**src/rtl/ddr_cmd_pkg.sv**
```systemverilog
// Shared definitions for the DDR command decoder: pin encodings,
// power-mode enumeration, command vector layout and error counter helpers.
package ddr_cmd_pkg;

   // {ras_n, cas_n, we_n} encodings seen with cs_n=0, act_n=1
   localparam logic [2:0] ENC_MRS = 3'b000;
   localparam logic [2:0] ENC_REF = 3'b001;
   localparam logic [2:0] ENC_PRE = 3'b010;
   localparam logic [2:0] ENC_BST = 3'b011;
   localparam logic [2:0] ENC_WR  = 3'b100;
   localparam logic [2:0] ENC_RD  = 3'b101;
   localparam logic [2:0] ENC_RSV = 3'b110;
   localparam logic [2:0] ENC_NOP = 3'b111;

   // Error counter width and saturation value
   localparam int                  ERR_CT_W   = 8;
   localparam logic [ERR_CT_W-1:0] ERR_CT_MAX = 8'd255;

   // Power modes, numbered as reported on pwr_state
   typedef enum logic [1:0] {
      PWR_ACTIVE = 2'd0,
      PWR_PDN    = 2'd1,
      PWR_SREF   = 2'd2,
      PWR_DPDN   = 2'd3
   } pwr_state_e;

   // Bit positions of the one-hot command vector; NOP also covers deselect
   localparam int CMD_ACT = 0;
   localparam int CMD_MRR = 1;
   localparam int CMD_MRW = 2;
   localparam int CMD_REF = 3;
   localparam int CMD_PR  = 4;
   localparam int CMD_PRA = 5;
   localparam int CMD_BST = 6;
   localparam int CMD_WR  = 7;
   localparam int CMD_WRA = 8;
   localparam int CMD_RD  = 9;
   localparam int CMD_RDA = 10;
   localparam int CMD_RSV = 11;
   localparam int CMD_NOP = 12;
   localparam int CMD_W   = 13;

   typedef logic [CMD_W-1:0] cmd_vec_t;

   // Registered pulse outputs toward the timing FSM
   typedef struct packed {
      logic act;
      logic bst;
      logic cfg;
      logic ckeh;
      logic ckel;
      logic dpd;
      logic dpdx;
      logic mrr;
      logic mrw;
      logic pd;
      logic pdx;
      logic pr;
      logic pra;
      logic rd;
      logic rda;
      logic refresh;
      logic srf;
      logic wr;
      logic wra;
   } pulse_t;

   // Saturating increment: the counter sticks at its maximum
   function automatic logic [ERR_CT_W-1:0] sat_inc(input logic [ERR_CT_W-1:0] v);
      if (v == ERR_CT_MAX) begin
         return v;
      end else begin
         return v + 8'd1;
      end
   endfunction

endpackage

```
**src/rtl/ddr_cmd_decoder_if.sv**
```systemverilog
// Command pins in, decoded pulses and status out.
interface ddr_cmd_decoder_if;
   import ddr_cmd_pkg::*;

   logic cke, cs_n, act_n, ras_n, cas_n, we_n;
   logic a10, a12, a13;

   logic ACT, BST, CFG, CKEH, CKEL, DPD, DPDX, MRR, MRW, PD, PDX;
   logic PR, PRA, RD, RDA, REF, SRF, WR, WRA;
   logic [1:0]          pwr_state;
   logic [ERR_CT_W-1:0] err_ct;

   modport master (
      output cke, cs_n, act_n, ras_n, cas_n, we_n, a10, a12, a13,
      input  ACT, BST, CFG, CKEH, CKEL, DPD, DPDX, MRR, MRW, PD, PDX,
      input  PR, PRA, RD, RDA, REF, SRF, WR, WRA, pwr_state, err_ct
   );

   modport slave (
      input  cke, cs_n, act_n, ras_n, cas_n, we_n, a10, a12, a13,
      output ACT, BST, CFG, CKEH, CKEL, DPD, DPDX, MRR, MRW, PD, PDX,
      output PR, PRA, RD, RDA, REF, SRF, WR, WRA, pwr_state, err_ct
   );

endinterface

```
**src/rtl/ddr_cmd_table.sv**
```systemverilog
// Pure pin-to-command lookup. Ignores cke; power-state qualification
// happens in the decoder. Exactly one bit of cmd_o is set per input.
module ddr_cmd_table
   import ddr_cmd_pkg::*;
(
   input  logic     cs_n_i,
   input  logic     act_n_i,
   input  logic     ras_n_i,
   input  logic     cas_n_i,
   input  logic     we_n_i,
   input  logic     a10_i,
   input  logic     a12_i,
   input  logic     a13_i,
   output cmd_vec_t cmd_o,
   output logic     cfg_o
);

   // Decode pins to a one-hot command; cfg_o qualifies an MRW
   always_comb begin
      cmd_o = '0;
      cfg_o = 1'b0;
      if (cs_n_i) begin
         cmd_o[CMD_NOP] = 1'b1;
      end else if (!act_n_i) begin
         cmd_o[CMD_ACT] = 1'b1;
      end else begin
         case ({ras_n_i, cas_n_i, we_n_i})
            ENC_MRS: begin
               if (a13_i) begin
                  cmd_o[CMD_MRR] = 1'b1;
               end else begin
                  cmd_o[CMD_MRW] = 1'b1;
                  cfg_o          = a12_i;
               end
            end
            ENC_REF: cmd_o[CMD_REF] = 1'b1;
            ENC_PRE: begin
               if (a10_i) begin
                  cmd_o[CMD_PRA] = 1'b1;
               end else begin
                  cmd_o[CMD_PR] = 1'b1;
               end
            end
            ENC_BST: cmd_o[CMD_BST] = 1'b1;
            ENC_WR: begin
               if (a10_i) begin
                  cmd_o[CMD_WRA] = 1'b1;
               end else begin
                  cmd_o[CMD_WR] = 1'b1;
               end
            end
            ENC_RD: begin
               if (a10_i) begin
                  cmd_o[CMD_RDA] = 1'b1;
               end else begin
                  cmd_o[CMD_RD] = 1'b1;
               end
            end
            ENC_RSV: cmd_o[CMD_RSV] = 1'b1;
            ENC_NOP: cmd_o[CMD_NOP] = 1'b1;
            default: cmd_o[CMD_NOP] = 1'b1;
         endcase
      end
   end

endmodule

```
**src/rtl/ddr_cmd_decoder.sv**
```systemverilog
// DDR command decoder: qualifies table commands with cke edges and the
// power-mode FSM, and registers one-cycle pulses plus status outputs.
module ddr_cmd_decoder
   import ddr_cmd_pkg::*;
(
   input logic              clk,
   input logic              rst,
   ddr_cmd_decoder_if.slave bus
);

   cmd_vec_t            cmd_s;
   logic                cfg_s;
   logic                cke_fall_s, cke_rise_s, err_inc_s;
   logic                cke_q;
   pwr_state_e          pwr_q, pwr_d;
   pulse_t              pulse_q, pulse_d;
   logic [ERR_CT_W-1:0] err_q, err_d;

   ddr_cmd_table u_table (
      .cs_n_i  (bus.cs_n),
      .act_n_i (bus.act_n),
      .ras_n_i (bus.ras_n),
      .cas_n_i (bus.cas_n),
      .we_n_i  (bus.we_n),
      .a10_i   (bus.a10),
      .a12_i   (bus.a12),
      .a13_i   (bus.a13),
      .cmd_o   (cmd_s),
      .cfg_o   (cfg_s)
   );

   assign cke_fall_s = cke_q & ~bus.cke;
   assign cke_rise_s = ~cke_q & bus.cke;

   // Next mode, pulses and error event from the current mode and pins
   always_comb begin
      pulse_d   = '0;
      pwr_d     = pwr_q;
      err_inc_s = 1'b0;
      case (pwr_q)
         PWR_ACTIVE: begin
            if (cke_fall_s) begin
               // Power-down entry; the same-cycle command picks the mode
               pulse_d.ckel = 1'b1;
               if (cmd_s[CMD_REF]) begin
                  pulse_d.srf = 1'b1;
                  pwr_d       = PWR_SREF;
               end else if (cmd_s[CMD_BST]) begin
                  pulse_d.dpd = 1'b1;
                  pwr_d       = PWR_DPDN;
               end else begin
                  pulse_d.pd = 1'b1;
                  pwr_d      = PWR_PDN;
                  err_inc_s  = ~cmd_s[CMD_NOP];
               end
            end else if (cke_rise_s) begin
               // Glitch while already active: announce it, keep the mode
               pulse_d.ckeh = 1'b1;
            end else if (bus.cke) begin
               pulse_d.act     = cmd_s[CMD_ACT];
               pulse_d.mrr     = cmd_s[CMD_MRR];
               pulse_d.mrw     = cmd_s[CMD_MRW];
               pulse_d.cfg     = cmd_s[CMD_MRW] & cfg_s;
               pulse_d.refresh = cmd_s[CMD_REF];
               pulse_d.pr      = cmd_s[CMD_PR];
               pulse_d.pra     = cmd_s[CMD_PRA];
               pulse_d.bst     = cmd_s[CMD_BST];
               pulse_d.wr      = cmd_s[CMD_WR];
               pulse_d.wra     = cmd_s[CMD_WRA];
               pulse_d.rd      = cmd_s[CMD_RD];
               pulse_d.rda     = cmd_s[CMD_RDA];
               err_inc_s       = cmd_s[CMD_RSV];
            end else begin
               pulse_d = '0;
            end
         end
         PWR_PDN, PWR_SREF, PWR_DPDN: begin
            if (cke_rise_s) begin
               pulse_d.ckeh = 1'b1;
               pulse_d.pdx  = (pwr_q == PWR_PDN);
               pulse_d.dpdx = (pwr_q == PWR_DPDN);
               pwr_d        = PWR_ACTIVE;
            end else if (cke_fall_s) begin
               // Cannot happen with cke already low; count it, pulse nothing
               err_inc_s = 1'b1;
            end else if (!bus.cke && !cmd_s[CMD_NOP]) begin
               err_inc_s = 1'b1;
            end else begin
               err_inc_s = 1'b0;
            end
         end
         default: pwr_d = PWR_ACTIVE;
      endcase
   end

   // Saturating error counter next value
   always_comb begin
      if (err_inc_s) begin
         err_d = sat_inc(err_q);
      end else begin
         err_d = err_q;
      end
   end

   // State, cke history and output registers; reset forces cke_q high
   always_ff @(posedge clk) begin
      if (rst) begin
         pulse_q <= '0;
         pwr_q   <= PWR_ACTIVE;
         err_q   <= '0;
         cke_q   <= 1'b1;
      end else begin
         pulse_q <= pulse_d;
         pwr_q   <= pwr_d;
         err_q   <= err_d;
         cke_q   <= bus.cke;
      end
   end

   assign bus.ACT       = pulse_q.act;
   assign bus.BST       = pulse_q.bst;
   assign bus.CFG       = pulse_q.cfg;
   assign bus.CKEH      = pulse_q.ckeh;
   assign bus.CKEL      = pulse_q.ckel;
   assign bus.DPD       = pulse_q.dpd;
   assign bus.DPDX      = pulse_q.dpdx;
   assign bus.MRR       = pulse_q.mrr;
   assign bus.MRW       = pulse_q.mrw;
   assign bus.PD        = pulse_q.pd;
   assign bus.PDX       = pulse_q.pdx;
   assign bus.PR        = pulse_q.pr;
   assign bus.PRA       = pulse_q.pra;
   assign bus.RD        = pulse_q.rd;
   assign bus.RDA       = pulse_q.rda;
   assign bus.REF       = pulse_q.refresh;
   assign bus.SRF       = pulse_q.srf;
   assign bus.WR        = pulse_q.wr;
   assign bus.WRA       = pulse_q.wra;
   assign bus.pwr_state = pwr_q;
   assign bus.err_ct    = err_q;

endmodule

```
**src/flat_wrapper.sv**
```systemverilog
// flat-port wrapper written by rule: the top's interface ports become plain ports
module ddr_cmd_decoder_flat import ddr_cmd_pkg::*;
  (clk, rst, bus_cke, bus_cs_n, bus_act_n, bus_ras_n, bus_cas_n, bus_we_n, bus_a10, bus_a12, bus_a13, bus_ACT, bus_BST, bus_CFG, bus_CKEH, bus_CKEL, bus_DPD, bus_DPDX, bus_MRR, bus_MRW, bus_PD, bus_PDX, bus_PR, bus_PRA, bus_RD, bus_RDA, bus_REF, bus_SRF, bus_WR, bus_WRA, bus_pwr_state, bus_err_ct);
  ddr_cmd_decoder_if bus_i ();
  input logic clk;
  input logic rst;
  input wire logic [$bits(bus_i.cke)-1:0] bus_cke;
  input wire logic [$bits(bus_i.cs_n)-1:0] bus_cs_n;
  input wire logic [$bits(bus_i.act_n)-1:0] bus_act_n;
  input wire logic [$bits(bus_i.ras_n)-1:0] bus_ras_n;
  input wire logic [$bits(bus_i.cas_n)-1:0] bus_cas_n;
  input wire logic [$bits(bus_i.we_n)-1:0] bus_we_n;
  input wire logic [$bits(bus_i.a10)-1:0] bus_a10;
  input wire logic [$bits(bus_i.a12)-1:0] bus_a12;
  input wire logic [$bits(bus_i.a13)-1:0] bus_a13;
  output wire logic [$bits(bus_i.ACT)-1:0] bus_ACT;
  output wire logic [$bits(bus_i.BST)-1:0] bus_BST;
  output wire logic [$bits(bus_i.CFG)-1:0] bus_CFG;
  output wire logic [$bits(bus_i.CKEH)-1:0] bus_CKEH;
  output wire logic [$bits(bus_i.CKEL)-1:0] bus_CKEL;
  output wire logic [$bits(bus_i.DPD)-1:0] bus_DPD;
  output wire logic [$bits(bus_i.DPDX)-1:0] bus_DPDX;
  output wire logic [$bits(bus_i.MRR)-1:0] bus_MRR;
  output wire logic [$bits(bus_i.MRW)-1:0] bus_MRW;
  output wire logic [$bits(bus_i.PD)-1:0] bus_PD;
  output wire logic [$bits(bus_i.PDX)-1:0] bus_PDX;
  output wire logic [$bits(bus_i.PR)-1:0] bus_PR;
  output wire logic [$bits(bus_i.PRA)-1:0] bus_PRA;
  output wire logic [$bits(bus_i.RD)-1:0] bus_RD;
  output wire logic [$bits(bus_i.RDA)-1:0] bus_RDA;
  output wire logic [$bits(bus_i.REF)-1:0] bus_REF;
  output wire logic [$bits(bus_i.SRF)-1:0] bus_SRF;
  output wire logic [$bits(bus_i.WR)-1:0] bus_WR;
  output wire logic [$bits(bus_i.WRA)-1:0] bus_WRA;
  output wire logic [$bits(bus_i.pwr_state)-1:0] bus_pwr_state;
  output wire logic [$bits(bus_i.err_ct)-1:0] bus_err_ct;
  assign bus_i.cke = bus_cke;
  assign bus_i.cs_n = bus_cs_n;
  assign bus_i.act_n = bus_act_n;
  assign bus_i.ras_n = bus_ras_n;
  assign bus_i.cas_n = bus_cas_n;
  assign bus_i.we_n = bus_we_n;
  assign bus_i.a10 = bus_a10;
  assign bus_i.a12 = bus_a12;
  assign bus_i.a13 = bus_a13;
  assign bus_ACT = bus_i.ACT;
  assign bus_BST = bus_i.BST;
  assign bus_CFG = bus_i.CFG;
  assign bus_CKEH = bus_i.CKEH;
  assign bus_CKEL = bus_i.CKEL;
  assign bus_DPD = bus_i.DPD;
  assign bus_DPDX = bus_i.DPDX;
  assign bus_MRR = bus_i.MRR;
  assign bus_MRW = bus_i.MRW;
  assign bus_PD = bus_i.PD;
  assign bus_PDX = bus_i.PDX;
  assign bus_PR = bus_i.PR;
  assign bus_PRA = bus_i.PRA;
  assign bus_RD = bus_i.RD;
  assign bus_RDA = bus_i.RDA;
  assign bus_REF = bus_i.REF;
  assign bus_SRF = bus_i.SRF;
  assign bus_WR = bus_i.WR;
  assign bus_WRA = bus_i.WRA;
  assign bus_pwr_state = bus_i.pwr_state;
  assign bus_err_ct = bus_i.err_ct;
  ddr_cmd_decoder u_core (.clk(clk), .rst(rst), .bus(bus_i));
endmodule
```
**config.mk**
```make
export PLATFORM = sky130hd
export DESIGN_NAME = ddr_cmd_decoder_flat
export DESIGN_NICKNAME = d
export VERILOG_FILES = /design/src/rtl/ddr_cmd_pkg.sv /design/src/rtl/ddr_cmd_decoder_if.sv /design/src/rtl/ddr_cmd_table.sv /design/src/rtl/ddr_cmd_decoder.sv /design/src/flat_wrapper.sv
export SDC_FILE = /design/constraint.sdc
export NUM_CORES = 1
export LEC_CHECK = 0
export BUFFER_PORTS_ARGS = -buffer_cell sky130_fd_sc_hd__buf_2
export CORE_MARGIN = 2
export CORE_UTILIZATION = 52
export DETAILED_ROUTE_END_ITERATION = 16
export HOLD_SLACK_MARGIN = 0.1
export PLACE_DENSITY = 0.91
export SETUP_SLACK_MARGIN = 0.15
export SLEW_MARGIN = 10
export SYNTH_ARGS = -nofsm -noshare
export SYNTH_HDL_FRONTEND = slang
export SYNTH_SLANG_ARGS = --single-unit
export TNS_END_PERCENT = 5
```
**constraint.sdc**
```tcl
create_clock -name clk -period 5.58 [get_ports clk]
set_input_delay 0.279 -clock clk [delete_from_list [all_inputs] [get_ports clk]]
set_output_delay 0.279 -clock clk [all_outputs]
set_load 0.01 [all_outputs]
```
==> metrics.csv <==
metric;value;unit
holdWs;154;ps
start_util;0.540;
cts_tree;done;
async_flop_share;0;
finalSetupViolCount;0;
cap_violations;0;
drtIter0Drc;31;
route.detailed.drc;0;
numCtsBuffers;5;
worst_pin_slew;942;ps
numPortBuffers;39;
synthAdderAreaFrac;0.0317;
chipWidth;51.7;um
leakagePower;0.672;nW
layout-drive-gt1-share;0.279;
cts_buffer_depth;2;
synthXorXnorAreaFrac;0;
hold_viol;0;
dpl.hpwl;1820;um
cts-root-buf;clkbuf_4;
multi_input_area;533;um2
nNetsFinal;185;
drv_slew;0;
share_comb_of_total_power;0.100;
cts_repair_resize_count;0;
switching_share;0.245;
synth_cell_types;35;
syn_to_final_growth;22.5;%
power;0.391;mW
antenna_found_initial;0;
path_class;register to register;
wl;2450;um
yosysTopAreaCell;dfxtp_1;
rr_endpoint;u_core.bus.err_ct[0];
syn_area;0.00118;mm2
synth_compound_area_frac;0.107;
worstReg2RegStart;u_core.bus.err_ct[0];
cp.arrival;2410;ps
via_per_inst;5.52;
grt_pass1_vias;902;
ioPinCount;40;
netlist.area_leader.share;0.507;
synth_flop_cell;dfxtp_1;
reg2reg_depth;5;
grt_pass1_wl;3910;um
antenna_cells;0;
rsz0062_at_grt;no;
fin_crit_sh;0.395;
syn_inst;129;
ant_nets;0;
skew;6.76;ps
ir_drop;0.185;mV
min_path_type;input port to register;
seq_power_share;0.570;
min_path_cells;2;
crit_fanout;10;
ys_seq_area_frac;0.507;
ctsHoldBuffers;0;
vias;1103;
track_usage;0.203;
place_area;0.00139;mm2
htree_levels;2;
power.share.clock;0.330;
grt_max_degree;17;
crit_path_end_kind;register;
synth_edf_count;0;
crit_required;5780;ps
fmax;454;MHz
syn_area_per_cell;9.18;um2
final_cells;200;
r2r_slack;3380;ps
die_area;0.00267;mm2
cts.clk_slew.worst_paths;90;ps
die_h;51.7;um
syn_nets;143;
synthMuxAreaShare;0.0180;
status;finished, final reports clean;
dr.pass1.iters;5;
synthTopCellsByArea;dfxtp_1 51%, nor2_1 5.7%, ha_1 3.2%;
p_int;0.295;mW
nFillCells;187;
ff_latch_area;601;um2
timing.slew.headroom;0.367;
worstHoldEndpoint;u_core.bus.PR;
overflow;0;
gp_congestion;0.843;
placed_cells;192;
fin_crit;2200;ps
wl_per_cell;12.2;um
clock_sinks;30;
power_density;270;mW/mm2
p_switching;0.0957;mW
cp-start-kind;register;
synth-seq-cells;30;
tns;0;ps
core_area;0.00219;mm2
post_cts_buffers;0;
final_area;0.00145;mm2
synth-warning-count;0;
synth_top_family_by_area;simple AND/OR/NAND/NOR gates;
yosys.area_share.simple;0.294;
num_rows;17;
clk_latency;320;ps
hp-start;bus_a10;
==> through the flow <==
step | setup WS (ps) | util
finish | 3380 | 0.662
global route | 3170 | 0.662
CTS | 3390 | 0.662
detailed placement | 3350 | 0.634
global placement | 3450 | 0.634
floorplan | 3590 | -
==> sequential cells by signal, summed over array words and instances, names as in the netlist <==
signal	cells
u_core.bus.err_ct	8
u_core.bus.pwr_state	2
u_core.bus.ACT	1
u_core.bus.BST	1
u_core.bus.CFG	1
u_core.bus.CKEH	1
u_core.bus.CKEL	1
u_core.bus.DPD	1
u_core.bus.DPDX	1
u_core.bus.MRR	1
u_core.bus.MRW	1
u_core.bus.PD	1
u_core.bus.PDX	1
u_core.bus.PR	1
u_core.bus.PRA	1
u_core.bus.RD	1
u_core.bus.RDA	1
u_core.bus.REF	1
u_core.bus.SRF	1
u_core.bus.WR	1
u_core.bus.WRA	1
u_core.cke_q	1
==> final cells by class <==
type	instances	share of cell area
clock inverter	1	0.00345
inverter	7	0.0181
timing repair buffer	39	0.135
sequential	30	0.414
clock buffer	7	0.0380
multi-input combinational	88	0.368
tap	28	0.0242
==> cells in the mapped netlist (2+ instances only) <==
library cell and n:
a21oi_1 5, and2_1 2, and3_1 4, clkbuf_1 2
dfxtp_1 30, ha_1 3, inv_1 6, nand2_1 9
nand2b_1 5, nand3_1 2, nand4_1 4, nor2_1 18
nor2b_1 2, nor3_1 6, nor4_1 2, o31ai_1 4
or3_1 4, or4_1 4
==> power groups by stage <==
stage	Clock (mW)	Combinational, mW	Sequential (mW)
5_1_grt	0.143	0.0433	0.224
6_report	0.129	0.0392	0.223
3_5_place_dp	0	0.0386	0.228
3_3_place_gp	0	0.0367	0.228
4_1_cts	0.132	0.0389	0.223
2_1_floorplan	0	0.0241	0.230
==> worst max-delay path, cell delays in order (launching register included) <==
cell and delay, ps:
dfxtp_1 400, ha_1 190, nand3_1 170, nor3_1 810, nor2_1 170, mux2_1 360
==> placed cells by master, fill, tap and decap left out, types with 2 or more instances in the layout <==
cell type,count
buf_2,39
inv_1,6
ha_1,3
and2_1,2
nand2b_1,5
nor4_1,2
nand4_1,4
nor2_1,18
and3_1,4
nor2b_1,2
o31ai_1,4
clkbuf_4,5
nor3_1,6
nand2_1,9
dfxtp_1,30
nand3_1,2
or3_1,4
or4_1,4
a21oi_1,5
==> how the worst max path moves through the flow <==
stage,from,slack (ps),cells after the start,to
after global placement,bus_cke,3450,7,u_core.bus.err_ct[3]
final,u_core.bus.err_ct[0],3380,5,u_core.bus.err_ct[0]
after floorplan,u_core.cke_q,3590,8,u_core.bus.err_ct[4]
after detailed placement,bus_cke,3350,7,u_core.bus.err_ct[4]
after CTS,u_core.cke_q,3390,7,u_core.bus.err_ct[3]
after global routing,u_core.bus.err_ct[0],3170,5,u_core.bus.err_ct[0]
==> layer usage <==
layer / up-vias / track usage / part of all wire
met3: 6 / 0.0805 / 0.057
met2: 41 / 0.318 / 0.50
met5: - / 0 / 0
met4: 0 / 0.118 / 0.020
li1: 539 / - / -
met1: 517 / 0.234 / 0.42
==> cell families (layout without fill, tap and decap cells) <==
kind of cell,count (synthesis),count (layout)
compound gates,17,17
fa+ha+maj,3,3
buf+inv,11,54
flops,30,30
mux,2,2
simple gates,66,66
Power figures use the tool's default switching activity.
